`config.mk`:
```
export PLATFORM = sky130hd
export DESIGN_NAME = mna_response_scheduler
export DESIGN_NICKNAME = d
export VERILOG_FILES = /design/src/rtl/mna_resp_pkg.sv /design/src/rtl/mna_rr_arbiter.sv /design/src/rtl/mna_response_scheduler.sv
export SDC_FILE = /design/constraint.sdc
export NUM_CORES = 1
export LEC_CHECK = 0
export ABC_AREA = 1
export ABC_CLOCK_PERIOD_IN_PS = 2100
export CAP_MARGIN = 20
export CORE_MARGIN = 2
export CORE_UTILIZATION = 42
export CTS_CLUSTER_DIAMETER = 120
export DETAILED_ROUTE_END_ITERATION = 10
export DONT_BUFFER_PORTS = 1
export PLACE_DENSITY = 0.63
export RECOVER_POWER = 25
export SYNTH_ARGS = -nofsm -noshare
export SYNTH_HDL_FRONTEND = slang
export SYNTH_SLANG_ARGS = --single-unit
```
`constraint.sdc`:
```
create_clock -name clock -period 2.1 [get_ports clock]
set_clock_uncertainty 0.2 [all_clocks]
set_input_delay 0.525 -clock clock [delete_from_list [all_inputs] [get_ports clock]]
set_output_delay 0.525 -clock clock [all_outputs]
set_load 0.005 [all_outputs]
```
`src/rtl/mna_resp_pkg.sv`:
```
// Shared types and constants for the MNA response-path scheduler.
// Flit layout: [DATA_W+1] head, [DATA_W] read (header only), low bits resp or payload data.
package mna_resp_pkg;

  typedef enum logic [1:0] {
    IDLE,
    PAYLOAD,
    SEND_B,
    SEND_R
  } state_t;

  localparam int unsigned RESP_LSB = 0;
  localparam int unsigned RESP_MSB = 1;

  localparam logic [1:0] OKAY   = 2'b00;
  localparam logic [1:0] SLVERR = 2'b10;

  function automatic int unsigned head_bit(input int unsigned data_w);
    return data_w + 1;
  endfunction

  function automatic int unsigned read_bit(input int unsigned data_w);
    return data_w;
  endfunction

endpackage

```
`src/rtl/mna_rr_arbiter.sv`:
```
// Combinational round-robin pointer search: first requester after last_grant, with wrap.
// The pointer register itself lives in the parent.
module mna_rr_arbiter #(
  parameter int unsigned N     = 2,
  parameter int unsigned IDX_W = (N > 1) ? $clog2(N) : 1
) (
  input  logic [N-1:0]     req,
  input  logic [IDX_W-1:0] last_grant,
  input  logic             enable,
  output logic [N-1:0]     gnt,
  output logic [IDX_W-1:0] grant
);

  logic found;

  always_comb begin
    gnt   = '0;
    grant = '0;
    found = 1'b0;
    for (int unsigned ofs = 1; ofs <= N; ofs++) begin
      for (int unsigned j = 0; j < N; j++) begin
        if (enable && !found && req[j] &&
            (j == (32'(last_grant) + ofs) % N)) begin
          found  = 1'b1;
          gnt[j] = 1'b1;
          grant  = IDX_W'(j);
        end
      end
    end
  end

endmodule

```
`src/rtl/mna_response_scheduler.sv`:
```
// Shares one AXI4-Lite B/R response port between NUM_VC NoC response buffers,
// sequencing two-flit packets (header, payload) under round-robin arbitration.
module mna_response_scheduler
  import mna_resp_pkg::*;
#(
  parameter int unsigned NUM_VC = 2,
  parameter int unsigned DATA_W = 32
) (
  input  logic                           clock,
  input  logic                           reset_n,
  input  logic [NUM_VC-1:0]              vc_valid,
  input  logic [NUM_VC*(DATA_W+2)-1:0]   vc_flit,
  output logic [NUM_VC-1:0]              vc_pop,
  output logic [1:0]                     bresp,
  output logic                           bvalid,
  input  logic                           bready,
  output logic [DATA_W-1:0]              rdata,
  output logic [1:0]                     rresp,
  output logic                           rvalid,
  input  logic                           rready,
  output logic                           err_orphan,
  input  logic                           err_clear
);

  localparam int unsigned FLIT_W   = DATA_W + 2;
  localparam int unsigned IDX_W    = (NUM_VC > 1) ? $clog2(NUM_VC) : 1;
  localparam int unsigned HEAD_BIT = head_bit(DATA_W);
  localparam int unsigned READ_BIT = read_bit(DATA_W);

  state_t             state, state_next;
  logic [IDX_W-1:0]   grant, last_grant, arb_idx, sel_idx;
  logic [NUM_VC-1:0]  arb_gnt, grant_oh, pop_c;
  logic [FLIT_W-1:0]  cur_flit;
  logic               cur_valid, cur_head;
  logic               read_q;
  logic [1:0]         resp_q;
  logic               set_orphan, load_hdr, load_b, load_r, take_grant;

  mna_rr_arbiter #(
    .N     (NUM_VC),
    .IDX_W (IDX_W)
  ) u_arb (
    .req        (vc_valid),
    .last_grant (last_grant),
    .enable     (state == IDLE),
    .gnt        (arb_gnt),
    .grant      (arb_idx)
  );

  // In IDLE the arbiter winner is inspected; otherwise only the latched grant.
  assign sel_idx = (state == IDLE) ? arb_idx : grant;

  always_comb begin
    cur_flit  = '0;
    cur_valid = 1'b0;
    grant_oh  = '0;
    for (int unsigned i = 0; i < NUM_VC; i++) begin
      if (IDX_W'(i) == sel_idx) begin
        cur_flit  = vc_flit[i*FLIT_W +: FLIT_W];
        cur_valid = vc_valid[i];
      end
      if (IDX_W'(i) == grant) begin
        grant_oh[i] = 1'b1;
      end
    end
  end

  assign cur_head = cur_flit[HEAD_BIT];

  always_comb begin
    state_next = state;
    pop_c      = '0;
    set_orphan = 1'b0;
    load_hdr   = 1'b0;
    load_b     = 1'b0;
    load_r     = 1'b0;
    take_grant = 1'b0;
    case (state)
      IDLE: begin
        if (arb_gnt != '0) begin
          pop_c      = arb_gnt;
          take_grant = 1'b1;
          if (cur_head) begin
            load_hdr   = 1'b1;
            state_next = PAYLOAD;
          end else begin
            set_orphan = 1'b1;
          end
        end
      end
      PAYLOAD: begin
        if (cur_valid) begin
          if (!cur_head) begin
            pop_c = grant_oh;
            if (read_q) begin
              load_r     = 1'b1;
              state_next = SEND_R;
            end else begin
              load_b     = 1'b1;
              state_next = SEND_B;
            end
          end else begin
            // Truncated packet: leave the new header queued for re-arbitration.
            set_orphan = 1'b1;
            state_next = IDLE;
          end
        end
      end
      SEND_B: begin
        if (bready) begin
          state_next = IDLE;
        end
      end
      SEND_R: begin
        if (rready) begin
          state_next = IDLE;
        end
      end
      default: state_next = IDLE;
    endcase
  end

  // Reset must silence the pop strobe immediately, not at the next edge.
  assign vc_pop = reset_n ? pop_c : '0;

  always_ff @(posedge clock or negedge reset_n) begin
    if (!reset_n) begin
      state      <= IDLE;
      grant      <= '0;
      last_grant <= IDX_W'(NUM_VC - 1);
      read_q     <= 1'b0;
      resp_q     <= OKAY;
      bvalid     <= 1'b0;
      bresp      <= OKAY;
      rvalid     <= 1'b0;
      rresp      <= OKAY;
      rdata      <= '0;
      err_orphan <= 1'b0;
    end else begin
      state <= state_next;
      if (take_grant) begin
        grant      <= arb_idx;
        last_grant <= arb_idx;
      end
      if (load_hdr) begin
        read_q <= cur_flit[READ_BIT];
        resp_q <= cur_flit[RESP_MSB:RESP_LSB];
      end
      if (load_b) begin
        bresp  <= cur_flit[RESP_MSB:RESP_LSB];
        bvalid <= 1'b1;
      end else if (state == SEND_B && bready) begin
        bvalid <= 1'b0;
      end
      if (load_r) begin
        rdata  <= cur_flit[DATA_W-1:0];
        rresp  <= resp_q;
        rvalid <= 1'b1;
      end else if (state == SEND_R && rready) begin
        rvalid <= 1'b0;
      end
      if (set_orphan) begin
        err_orphan <= 1'b1;
      end else if (err_clear) begin
        err_orphan <= 1'b0;
      end
    end
  end

endmodule

```
=== After elaboration in Yosys (flattened, before gate mapping) ===
Index checks and enable logic that the tools add are counted.

* Muxes and demuxes: 49
* $add $sub $neg: 2
* Reductions and logical operators: 24
* Equality and inequality tests: 8

{| class="wikitable"
|+ Operator list
! operator !! count
|-
| zero test 32 bit || 2
|-
| two-way mux 1 bit || 35
|-
| two-way mux 34 bit || 1
|-
| two-way mux 2 bit || 10
|-
| logical AND 1 bit || 13
|-
| inequality test 2 bit (second input constant) || 5
|-
| case mux 2 bit (4 select lines) || 1
|-
| nonzero test 2 bit || 4
|-
| AND reduction 5 bit || 1
|-
| equality test 2 bit (second input constant) || 2
|-
| case mux 2 bit (2 select lines) || 1
|-
| zero test 1 bit || 3
|-
| adder 1 bit (second input constant) || 2
|-
| equality test 2 x 1 -> 1 bit (second input constant) || 1
|-
| zero test 2 bit || 1
|-
| case mux 1 bit (2 select lines) || 1
|}

* Word-level logic and storage cells: 94
* Register bits: 46
* Input bits: 75

=== Longest topological paths before layout ===
* Word-level depth: 25
* Depth in mapped cells: 11

=== Modules after synthesis ===
From an unflattened synthesis, not the netlist that was laid out.

* Cells, all modules: 359
* Area, all modules: 2572.5 um2

{| class="wikitable"
|+ By module, submodules not included
! module !! times used !! cells each !! area each (um2)
|-
| mna_response_scheduler || 1 || 353 || 2546.2
|-
| mna_rr_arbiter || 1 || 6 || 26.3
|}

=== Least setup slack after synthesis ===
Ideal clock, no wire load.

* Kind: input-to-output
* From: input port vc_valid[0]
* To: output port vc_pop[1]
* Data arrival time: 1340 ps
* Setup slack: 35 ps
* Path buffers: 1
* Required time: 1375 ps
* Stages on the path: 10
* Cells stage by stage: nand2_1 -> nand3_2 -> nand3_2 -> nand2_2 -> inv_2 -> buf_6 -> nand2_1 -> nor2_1 -> nor2_1 -> nor2_1

* Longest elaborated chain between the ends: 24
* Elaborated cells on any way between the ends: 31
* Classes of those cells: mux (16); reduce/logical (15)

{| class="wikitable"
|+ RTL lines
! element !! line !! source
|-
| from (decl) || mna_response_scheduler.sv:11 || <nowiki>input logic [NUM_VC-1:0] vc_valid,</nowiki>
|-
| logical AND 1 bit (2 in series) || mna_rr_arbiter.sv:22 || <nowiki>if (enable && !found && req[j] &&</nowiki>
|-
| two-way mux 1 bit || mna_rr_arbiter.sv:22 ||
|-
| zero test 1 bit || mna_rr_arbiter.sv:22 ||
|-
| logical AND 1 bit (3 in series) || mna_rr_arbiter.sv:22 ||
|-
| two-way mux 1 bit || mna_rr_arbiter.sv:22 ||
|-
| zero test 1 bit || mna_rr_arbiter.sv:22 ||
|-
| logical AND 1 bit (3 in series) || mna_rr_arbiter.sv:22 ||
|-
| two-way mux 1 bit || mna_rr_arbiter.sv:22 ||
|-
| zero test 1 bit || mna_rr_arbiter.sv:22 ||
|-
| logical AND 1 bit (3 in series) || mna_rr_arbiter.sv:22 ||
|-
| two-way mux 1 bit || mna_rr_arbiter.sv:22 ||
|-
| two-way mux 1 bit || mna_response_scheduler.sv:51 || <nowiki>assign sel_idx = (state == IDLE) ? arb_idx : grant;</nowiki>
|-
| two-way mux 34 bit || mna_response_scheduler.sv:58 || <nowiki>if (IDX_W'(i) == sel_idx) begin</nowiki>
|-
| two-way mux 2 bit || mna_response_scheduler.sv:93 || <nowiki>if (!cur_head) begin</nowiki>
|-
| two-way mux 2 bit || mna_response_scheduler.sv:92 || <nowiki>if (cur_valid) begin</nowiki>
|-
| case mux 2 bit (2 select lines) * || mna_response_scheduler.sv:78 || <nowiki>case (state)</nowiki>
|-
| two-way mux 2 bit * || mna_response_scheduler.sv:124 || <nowiki>assign vc_pop = reset_n ? pop_c : '0;</nowiki>
|-
| to (decl) || mna_response_scheduler.sv:13 || <nowiki>output logic [NUM_VC-1:0] vc_pop,</nowiki>
|}

Mark *: on every way between the ends. The rest lies on a longest branch, timed or not.

=== Final worst setup path ===
* From: register last_grant
* To: output port vc_pop[1]

* Longest elaborated chain between the ends: 25
* Elaborated cells on any way between the ends: 34
* Classes of those cells: add/sub (2); mux (16); reduce/logical (16)

{| class="wikitable"
|+ RTL lines
! element !! line !! source
|-
| from (decl) || mna_response_scheduler.sv:31 || <nowiki>logic [IDX_W-1:0] grant, last_grant, arb_idx, sel_idx;</nowiki>
|-
| from (signal assigned) || mna_response_scheduler.sv:130 || <nowiki>last_grant <= IDX_W'(NUM_VC - 1);</nowiki>
|-
| from (signal assigned) || mna_response_scheduler.sv:143 || <nowiki>last_grant <= arb_idx;</nowiki>
|-
| adder 1 bit || mna_rr_arbiter.sv:23 || <nowiki>(j == (32'(last_grant) + ofs) % N)) begin</nowiki>
|-
| zero test 32 bit || mna_rr_arbiter.sv:23 ||
|-
| logical AND 1 bit || mna_rr_arbiter.sv:22 ||
|-
| two-way mux 1 bit || mna_rr_arbiter.sv:22 ||
|-
| zero test 1 bit || mna_rr_arbiter.sv:22 ||
|-
| logical AND 1 bit (3 in series) || mna_rr_arbiter.sv:22 ||
|-
| two-way mux 1 bit || mna_rr_arbiter.sv:22 ||
|-
| zero test 1 bit || mna_rr_arbiter.sv:22 ||
|-
| (+5 left out) || -- ||
|-
| logical AND 1 bit (3 in series) || mna_rr_arbiter.sv:22 ||
|-
| two-way mux 1 bit || mna_rr_arbiter.sv:22 ||
|-
| two-way mux 1 bit || mna_response_scheduler.sv:51 ||
|-
| two-way mux 34 bit || mna_response_scheduler.sv:58 ||
|-
| two-way mux 2 bit || mna_response_scheduler.sv:93 ||
|-
| two-way mux 2 bit || mna_response_scheduler.sv:92 ||
|-
| case mux 2 bit (2 select lines) * || mna_response_scheduler.sv:78 ||
|-
| two-way mux 2 bit * || mna_response_scheduler.sv:124 ||
|}

Marks and branches as above.

==> summary.md <==
| Metric | Value |
|---|---|
| Distinct cell type count after synthesis | `26` |
| Final core utilization | `49.57%` |
| Post-detailed-route via-to-cell ratio | `5.209` |
| CTS Buffer Depth | `2` |
| Mapped Nets | `422` |
| Max-Cap Viols | `0` |
| #FFs+latches synth | `46` |
| Sequential element share of the synthesized area | `45.19%` |
| Via Count | `2297` |
| Post-synthesis mux area share | `0%` |
| GPL Wtd Cong | `0.8699` |
| Global-route wire length before repair | `9942 µm` |
| Worst Hold Class | `in2reg` |
| CP startpoint | `last_grant` |
| Clock Tree Root | `clkbuf_8` |
| Slew Viols, Final | `0` |
| Setup WS post-layout | `-0.1776 ns` |
| CTS Buf Count | `5` |
| Setup Viol. Count Final | `2` |
| Crit share post-route | `108.5%` |
| Critical path's largest stage delay | `0.55 ns` |
| Wirelength per Cell | `16.21 µm` |
| IO Pins | `116` |
| CTS H-tree lvls | `2` |
| DR DRC count | `0` |
| Antenna violations before repair | `0` |
| Post-route non-filler standard cell count | `441` |
| Mapped cell area | `0.002550 mm²` |
| Synth Area in Compound Gates | `2.061%` |
| Die area | `0.006711 mm²` |
| Max Fclk | `0.4391 GHz` |
| VDD IR-drop max | `0.5928 mV` |
| Fillers | `603` |
| Router iterations before antenna repair | `4` |
| Vias in the first global route | `2021` |
| Post-Synth XOR/XNOR Area | `0%` |
| Largest family of logic cells by synthesized area | `simple AND/OR/NAND/NOR gates` |
| RSZ-0062 raised after global routing | `true` |
| Worst relative slew slack | `31.74%` |
| Post-Synthesis Cells | `347` |
| Slew @ Worst Pin | `1.024 ns` |
| Power per cell area | `1482 mW/mm²` |
| GRT Total Usage | `19.75%` |
| Later-pin clock latency in the skew report | `0.30 ns` |
| Synth Flop Type | `dfrtp_1` |
| CP Data Required Time | `1.37 ns` |
| Run status | `finished, violations left` |
| Initial Utilization | `43.32%` |
| Synth Area in Simple Gates | `44.60%` |
| Final min period | `2.278 ns` |
| Crit. End Element | `primary output` |
| Static Leak | `1.638 nW` |
| Synth-to-layout area growth | `14.43%` |
| Row cnt | `28` |
| 1st-iter DRT viols | `76` |
| Reg2reg start | `last_grant` |
| TritonCTS clock tree | `yes` |
| Top-area cell type share of the netlist area | `44.16%` |
| Placed Instances | `416` |
| Synthesized area per cell | `7.349 µm²` |
| Final hold viol count | `0` |
| Final ANT Viol Nets | `0` |
| Synth top area cells | `dfrtp_1 (44%), nand2_1 (23%), nand3_1 (15%)` |
| Yosys warning total | `0` |
| Final nets | `440` |
| Die width | `81.92 µm` |
| GR Overflow Total | `0` |
| Number of enable flip-flop cells after synthesis | `0` |
| Post-synth ARST share | `100.0%` |
| Top post-synthesis cells by count | `nand2_1 (159), nand3_1 (75), dfrtp_1 (45)` |
| Antenna diodes | `0` |
| Max Fanout on Critical Path | `6` |
| Clock sinks | `46` |
| CP max-delay cell | `dfstp_2` |
| Dominant cell by count in the synthesized netlist | `nand2_1` |
| Die Ht | `81.92 µm` |
| Top cell type by total area after synthesis | `dfrtp_1` |
| Post-Route WL | `7149 µm` |
| Failing checks | `setup timing` |
| WP data arrival | `1.55 ns` |
| Layout cells sized above 1 | `16.39%` |
| Register clock-pin slew on the reported worst setup and hold paths | `0.08 ns` |
| Post-synthesis adder-cell area fraction | `0%` |
| Worst hold start | `err_clear` |
| DP Wirelength | `4382 µm` |
| Critical path cell sequence | `nand2_2 > nand3_4 > nand3b_1 > nand2_4 > nand2_2 > nor2_2 > nor2_1 > nor2_1` |
| Total core area | `0.005886 mm²` |
| Worst Setup Start Kind | `flip-flop` |
| I/O Buffers | `0` |
| Pin count of the biggest net entering global routing | `47` |
| Crit path kind | `reg2out` |
[worst max-delay path, delay by kind of cell (launching register included)]
family           cells  cell delay [ns]
AND/OR/NAND/NOR      8             0.71
flip-flops           1             0.55
[worst paths after layout]
kind	to	depth (start not counted)	slack [ns]
min in group asynchronous	resp_q[1]	2	0.78
max reg2reg	rresp[0]	10	0.09
min reg2reg	resp_q[0]	2	0.29
max	vc_pop[1]	8	-0.18
min	err_orphan	1	0.15
max in group asynchronous	state[0]	2	0.23
[power by group]
| part | switching [mW] | internal, mW |
|---|---|---|
| sequential | 0.338 | 1.29 |
| clock | 0.294 | 0.235 |
| combinational | 1.35 | 0.816 |
[stage by stage]
stage          setup TNS (ns)  power [mW]  cell area (µm²)  hold WS, ns  setup slack, ns
3_3_place_gp                0       3.519             2614      0.03047          0.05531
3_5_place_dp                0       3.560             2614      0.03045          0.01447
4_1_cts               -0.3148       4.239             2806       0.1410          -0.1890
5_1_grt               -0.7029       4.786             2918       0.1444          -0.3104
6_report              -0.3181       4.326             2918       0.1486          -0.1776
2_1_floorplan               0       3.082             2550      0.02941          0.03497
[placed cells by master (no fill, tap or decap), types with 5 or more instances in the layout]
cell and n:
clkbuf_8 5, buf_4 21, dfrtp_1 43, nand3_1 75
nand2_2 5, inv_1 12, nand2_1 157
[logic make-up after synthesis]
group                  Yosys count
buffers and inverters           36
flip-flops                      46
AND/OR/NAND/NOR                256
AO/OA/AOI/OAI                    9
[metal layers]
layer  vias to the layer above  global-route usage, %  part of all wire, %
met5                         -                      0                    0
met1                      1055                  24.19                   44
met3                         7                  5.934                  7.1
met4                         0                  6.333                  1.4
met2                        84                  33.25                   47
li1                       1151                      -                    -
[what timing repair did]
item,4_1_cts,5_1_grt
endpoints found under the hold margin,46,0
setup buffers,6,4
endpoints found under the setup margin,2,36
resized for setup,7,8
gates cloned,0,6
pin swaps,6,6
hold buffers,2,0
[flip-flops by register name (all words and copies together), names as in the netlist]
name / flops
state: 2
err_orphan: 1
bresp: 2
read_q: 1
rresp: 2
bvalid: 1
rvalid: 1
last_grant: 1
resp_q: 2
grant: 1
rdata: 32
[area by class of cell]
type,instances,area [µm²],share of cell area [%]
Inverter,16,73.82,2.530
Sequential cell,46,1155,39.58
Clock buffer,6,72.57,2.487
Clock inverter,2,13.76,0.4717
Timing Repair Buffer,28,279.0,9.563
Tap cell,75,93.84,3.216
Timing Repair inverter,3,16.27,0.5575
Multi-Input combinational cell,265,1214,41.60
Power figures use the tool's default switching activity.
